--- src/rtl/fifo_pkt_framer.sv ---
// Read-side consumer of the camera async FIFO: frames drained bytes into
// sync/seq/len/payload/checksum packets, with backpressure and stall padding.
module fifo_pkt_framer #(
  parameter int unsigned PKT_LEN = 10,
  parameter int unsigned LEN_W   = 16,
  parameter int unsigned TIMEOUT = 1024,
  parameter int unsigned TO_W    = 11,
  parameter logic [7:0]  SYNC0   = 8'hA5,
  parameter logic [7:0]  SYNC1   = 8'h5A
) (
  input  logic        sys_clk,
  input  logic        rst_n,
  input  logic        enable,
  input  logic        fifo_empty,
  output logic        fifo_rd_en,
  input  logic [7:0]  fifo_dout,
  input  logic        fifo_valid,
  output logic [7:0]  m_data,
  output logic        m_valid,
  input  logic        m_ready,
  output logic        m_last,
  output logic        pkt_done,
  output logic        pad_err,
  output logic [15:0] seq_num
);

  typedef enum logic [1:0] {S_IDLE, S_HDR, S_PAYLOAD, S_CSUM} state_t;

  localparam logic [15:0]      LP_LEN16  = 16'(PKT_LEN);
  localparam logic [LEN_W-1:0] LP_LEN    = LEN_W'(PKT_LEN);
  localparam logic [LEN_W-1:0] LP_LEN_M1 = LEN_W'(PKT_LEN - 1);
  localparam logic [TO_W-1:0]  LP_TO_M1  = TO_W'(TIMEOUT - 1);

  state_t           r_state;
  state_t           w_state_nxt;
  logic [2:0]       r_hdr_idx;
  logic [LEN_W-1:0] r_pay_cnt;
  logic [LEN_W-1:0] r_rd_cnt;
  logic             r_inflight;
  logic [7:0]       r_skid [2];
  logic             r_wptr;
  logic             r_rptr;
  logic [1:0]       r_occ;
  logic [7:0]       r_csum;
  logic [15:0]      r_seq;
  logic [TO_W-1:0]  r_to;
  logic             r_padding;
  logic             r_pkt_done;
  logic             r_pad_err;

  logic [7:0]       w_hdr_byte;
  logic [7:0]       w_m_data;
  logic             w_m_valid;
  logic             w_m_last;
  logic             w_xfer;
  logic             w_push;
  logic             w_pop;
  logic [1:0]       w_slots;
  logic             w_rd_en;
  logic             w_to_run;
  logic             w_pad_start;

  always_comb begin
    w_hdr_byte = 8'h00;
    case (r_hdr_idx)
      3'd0:    w_hdr_byte = SYNC0;
      3'd1:    w_hdr_byte = SYNC1;
      3'd2:    w_hdr_byte = r_seq[15:8];
      3'd3:    w_hdr_byte = r_seq[7:0];
      3'd4:    w_hdr_byte = LP_LEN16[15:8];
      3'd5:    w_hdr_byte = LP_LEN16[7:0];
      default: w_hdr_byte = 8'h00;
    endcase
  end

  // Next state and output byte; the payload source is the skid head, or zero once padding.
  always_comb begin
    w_state_nxt = r_state;
    w_m_valid   = 1'b0;
    w_m_data    = 8'h00;
    w_m_last    = 1'b0;
    case (r_state)
      S_IDLE: begin
        if (enable && !fifo_empty) w_state_nxt = S_HDR;
      end
      S_HDR: begin
        w_m_valid = 1'b1;
        w_m_data  = w_hdr_byte;
        if (m_ready && (r_hdr_idx == 3'd5)) w_state_nxt = S_PAYLOAD;
      end
      S_PAYLOAD: begin
        w_m_valid = (r_occ != 2'd0) || r_padding;
        w_m_data  = r_padding ? 8'h00 : r_skid[r_rptr];
        if (w_m_valid && m_ready && (r_pay_cnt == LP_LEN_M1)) w_state_nxt = S_CSUM;
      end
      S_CSUM: begin
        w_m_valid = 1'b1;
        w_m_data  = r_csum;
        w_m_last  = 1'b1;
        if (m_ready) w_state_nxt = S_IDLE;
      end
      default: w_state_nxt = S_IDLE;
    endcase
  end

  // Pushes only count when a read of ours is outstanding, so stale data after reset is dropped.
  assign w_xfer      = w_m_valid && m_ready;
  assign w_push      = fifo_valid && r_inflight;
  assign w_pop       = (r_state == S_PAYLOAD) && w_xfer && !r_padding;
  assign w_slots     = r_occ + {1'b0, r_inflight};
  assign w_rd_en     = (r_state == S_PAYLOAD) && !fifo_empty && (r_rd_cnt < LP_LEN) &&
                       (w_slots < 2'd2) && !r_padding;
  assign w_to_run    = (r_state == S_PAYLOAD) && (r_occ == 2'd0) && !r_inflight &&
                       fifo_empty && !r_padding;
  assign w_pad_start = w_to_run && !w_push && (r_to == LP_TO_M1);

  always_ff @(posedge sys_clk or negedge rst_n) begin
    if (!rst_n) begin
      r_state    <= S_IDLE;
      r_hdr_idx  <= 3'd0;
      r_pay_cnt  <= '0;
      r_rd_cnt   <= '0;
      r_inflight <= 1'b0;
      r_wptr     <= 1'b0;
      r_rptr     <= 1'b0;
      r_occ      <= 2'd0;
      r_csum     <= 8'h00;
      r_seq      <= 16'h0000;
      r_to       <= '0;
      r_padding  <= 1'b0;
      r_pkt_done <= 1'b0;
      r_pad_err  <= 1'b0;
    end else begin
      r_state    <= w_state_nxt;
      r_pkt_done <= (r_state == S_CSUM) && w_xfer;
      r_pad_err  <= w_pad_start;
      r_inflight <= w_rd_en;

      if (r_state == S_IDLE)                r_hdr_idx <= 3'd0;
      else if ((r_state == S_HDR) && w_xfer) r_hdr_idx <= r_hdr_idx + 3'd1;

      if (r_state != S_PAYLOAD) begin
        r_pay_cnt <= '0;
        r_rd_cnt  <= '0;
      end else begin
        if (w_xfer)  r_pay_cnt <= r_pay_cnt + 1'b1;
        if (w_rd_en) r_rd_cnt  <= r_rd_cnt + 1'b1;
      end

      if (w_push) r_wptr <= ~r_wptr;
      if (w_pop)  r_rptr <= ~r_rptr;
      case ({w_push, w_pop})
        2'b10:   r_occ <= r_occ + 2'd1;
        2'b01:   r_occ <= r_occ - 2'd1;
        default: r_occ <= r_occ;
      endcase

      if (r_state == S_IDLE)                     r_csum <= 8'h00;
      else if ((r_state == S_PAYLOAD) && w_xfer) r_csum <= r_csum + w_m_data;

      if ((r_state == S_CSUM) && w_xfer) r_seq <= r_seq + 16'd1;

      if ((r_state != S_PAYLOAD) || w_push) r_to <= '0;
      else if (w_to_run)                    r_to <= (r_to == LP_TO_M1) ? '0 : r_to + 1'b1;

      if (r_state == S_IDLE) r_padding <= 1'b0;
      else if (w_pad_start)  r_padding <= 1'b1;
    end
  end

  always_ff @(posedge sys_clk) begin
    if (w_push) r_skid[r_wptr] <= fifo_dout;
  end

  assign fifo_rd_en = w_rd_en;
  assign m_data     = w_m_data;
  assign m_valid    = w_m_valid;
  assign m_last     = w_m_last;
  assign pkt_done   = r_pkt_done;
  assign pad_err    = r_pad_err;
  assign seq_num    = r_seq;

endmodule

--- config.mk ---
export PLATFORM = sky130hd
export DESIGN_NAME = fifo_pkt_framer
export DESIGN_NICKNAME = d
export VERILOG_FILES = /design/src/rtl/fifo_pkt_framer.sv
export SDC_FILE = /design/constraint.sdc
export NUM_CORES = 1
export LEC_CHECK = 0
export BUFFER_PORTS_ARGS = -buffer_cell sky130_fd_sc_hd__buf_2
export CORE_MARGIN = 2
export CORE_UTILIZATION = 64
export CTS_CLUSTER_DIAMETER = 120
export DETAILED_ROUTE_END_ITERATION = 12
export GPL_ROUTABILITY_DRIVEN = 0
export GPL_TIMING_DRIVEN = 0
export PLACE_DENSITY_LB_ADDON = 0.3
export SKIP_LAST_GASP = 1
export SYNTH_ARGS = -nofsm -noshare
export SYNTH_HDL_FRONTEND = slang
export SYNTH_SLANG_ARGS = --single-unit
--- constraint.sdc ---
create_clock -name sys_clk -period 8.5 [get_ports sys_clk]
set_input_delay 2.125 -clock sys_clk [delete_from_list [all_inputs] [get_ports sys_clk]]
set_output_delay 2.125 -clock sys_clk [all_outputs]
set_load 0.03 [all_outputs]
==> results by group <==
Synth
  – Mapped Area: 4850 um^2
  – Post-synth EDFFs: 16
  – Synth area leader: dfrtp_1
  – Yosys top cell area share: between 40% and 50%
  – Syn Inst Count: 447
  – Post-synth ARST share: 83.3%
  – Register area share after synthesis: 51.2%
  – Synth Register Bits: 96
  – Synth cell types: 51
  – Most used DFF post-synth: dfrtp_1
  – Syn_area_per_cell: 10.9 um^2
  – Yosys warnings: 0
  – Net Count, Synth: between 400 and 500
  – Area contributors post-synth: dfrtp_1 (41%), edfxtp_1 (9.9%), xnor2_1 (6.1%)

Placement
  – Cells after DPL: 589
  – Worst slack, placed: 3100 ps
  – I/O Buffers: 42
  – HPWL Detailed: 7090 um

Setup path
  – Reg2Reg Launch Point: r_hdr_idx[2]
  – Worst reg2reg setup slack: approximately 4800 ps
  – Critical Path Max Stage Delay: 360 ps
  – Setup crit start kind: input pin
  – R2r worst-path depth: 14
  – CP arrival: 3210 ps
  – CP bufs+invs: 2
  – Crit-path cells: buf_2 -> nor3_1 -> nand3_1 -> nor3_2 -> buf_2
  – Req. time, crit path: 6380 ps
  – Critical Path Sink Type: output port
  – Critical path fanouts, max: 6
  – R2R Path End: r_csum[7]
  – Largest delay contributor family on the critical path: simple AND/OR/NAND/NOR gates
  – WS Path Type: in -> out
  – CP max stage cell: nor3_2
  – Most used cell, CP: buf_2

STA
  – Final-report hold violation count: 0
  – Slew margin rel.: 53.9%
  – Final worst-path setup slack: 3170 ps
  – Peak Freq: 188 MHz
  – Setup TNS: 0 ps
  – Worst-margin pin slew: 690 ps
  – Post-route minimum period: 5330 ps
  – Unrepaired setup endpoints after global routing: no
  – # setup viols final: 0
  – Worst hold slack: 495 ps
  – Tcrit/Tclk final: 62.7%
  – Layout Skew: 11.1 ps
  – Max Slew Vio Count: 0

Cells and area
  – Most frequent cells in the layout: dfrtp_1 (80), buf_2 (45), nand2_1 (36)
  – Layout cells sized above 1: 15.6%
  – Final #Nets: about 540
  – Non-filler instance count after layout: 605
  – Most common cell after layout, fill and taps aside: dfrtp_1
  – # fillers: 510
  – Final Core Density: approximately 75%
  – N_diodes: 0
  – Layout area overhead: 12.0%

Die
  – Chip height: 91.1 um
  – Standard-cell rows: 31
  – Die area: 8290 um^2
  – I/O pin cnt: 43
  – Die X: 91.1 um
  – Core area: ~7300 um^2
  – Initial core utilization: 66.5%

Detailed routing
  – Routed vias: 3,555
  – Wire per inst: 16.5 um
  – Detail Route Antenna Nets: 0
  – Detailed Routing Iterations Pass 1: 5
  – Remaining DRCs: 0
  – Initial DRC Count: 318
  – Vias/cell: 5.88
  – WL final: 10,000 um

CTS
  – Clk_lat worst skew: roughly 360 ps
  – Post-CTS Setup Bufs: 0
  – H-tree levels: 3
  – CTS clock-pin slew for the worst setup and hold paths: 90 ps
  – # resized after CTS: 0
  – Num CTS Buffers: 9
  – CTS Root Cell: clkbuf_8
  – CTS tree: done
  – # hold bufs at CTS: 0
  – CTS Buffer Depth: 2
  – Clock Sinks: 96

Pwr
  – Sw power: 0.616 mW
  – LEAKAGE: 2.54 nW
  – Seq pwr share: 37.7%
  – Combinational group share of total power: 41.0%
  – VDD IR max: around 110 uV
  – Cell-internal power: 0.916 mW
  – Sw frac: 40.2%
  – PwrDens: 282 nW/um^2
  – Clk pwr share: 21.3%

Min path
  – Cell count of the worst hold path: 1
  – Worst min path class: reg -> reg
  – Hold_sp: r_rd_cnt[4]
  – Hold-critical path endpoint: r_rd_cnt[4]

Global route
  – Total global routing overflow: 0
  – Total GRT Usage: 25.7%
  – Initial antenna violation count: 0
  – Largest net degree at the start of global routing: 67
  – Vias in the first global route: approximately 3,600
  – First-pass GRT wire length: 16,900 um

Run status
  – Status: complete, no violations

Job
  – Max_cap viols: 0
==> worst max path at each step <==
stage | from | endpoint | cells after the start
floorplan | fifo_empty | fifo_rd_en | 3
global placement | fifo_empty | fifo_rd_en | 5
detailed placement | fifo_empty | fifo_rd_en | 5
CTS | fifo_empty | fifo_rd_en | 5
global route | fifo_empty | fifo_rd_en | 5
finish | fifo_empty | fifo_rd_en | 5
==> routing by layer <==
layer	wire [um]	track usage (%)	vias up
met3	448	4.07	23
met5	0	0	-
met2	5130	43.5	112
met1	4170	32.9	1743
met4	262	11.1	0
li1	-	-	1677
==> power groups by stage <==
stage | combinational (mW) | sequential (mW) | clock, mW
after floorplan | 0.436 | 0.593 | 0
after global placement | 0.593 | 0.579 | 0
after detailed placement | 0.614 | 0.584 | 0
after CTS | 0.623 | 0.576 | 0.331
after global routing | 0.682 | 0.584 | 0.352
final | 0.628 | 0.577 | 0.327
==> state kept, by name (all words and copies together), names as in the netlist <==
register,count
r_rptr,1
r_occ,2
pkt_done,1
pad_err,1
r_padding,1
r_to,11
r_skid,16
r_pay_cnt,16
r_inflight,1
r_wptr,1
seq_num,16
r_csum,8
r_rd_cnt,16
r_hdr_idx,3
r_state,2
==> area by class of cell <==
type                            count  area, um^2  share of cell area (%)
Clock buffer                        9         124                    2.28
Multi-Input combinational cell    324        2250                    41.4
Clock inverter                      7        93.8                    1.73
Timing Repair Buffer               43         240                    4.42
Sequential cell                    96        2480                    45.7
Inverter                           11        41.3                   0.760
Tap cell                           99         124                    2.28
Buffer                             16        80.1                    1.47
==> kinds of logic after synthesis <==
kind of cell / share of synthesized area [%]
fa+ha+maj: 6.09
mux: 3.04
buf+inv: 2.50
flops: 51.2
simple gates: 19.8
compound gates: 8.95
xor+xnor: 8.49
==> metrics by stage <==
step                total power [mW]  instance area (um^2)
finish                          1.53                  5430
CTS                             1.53                  5430
global placement                1.17                  5180
detailed placement              1.20                  5220
global route                    1.62                  5430
floorplan                       1.03                  4850
==> cell usage after synthesis, drive strengths merged (2+ instances only) <==
| master | instances |
|---|---|
| nand3 | 22 |
| ha | 22 |
| dfrtp | 80 |
| nor2 | 31 |
| a221o | 2 |
| nor2b | 7 |
| o21ai | 24 |
| xor2 | 13 |
| mux2 | 11 |
| o31a | 2 |
| inv | 11 |
| a222oi | 8 |
| xnor2 | 34 |
| nand4 | 6 |
| nor3 | 3 |
| or3 | 4 |
| nand2b | 3 |
| nand2 | 36 |
| nor4 | 5 |
| and3 | 10 |
| buf | 6 |
| edfxtp | 16 |
| mux2i | 2 |
| and2 | 35 |
| a21o | 4 |
| a22o | 2 |
| a21oi | 14 |
| nand3b | 8 |
| clkbuf | 10 |
| and4 | 3 |
(Power assumes the default switching activity.)
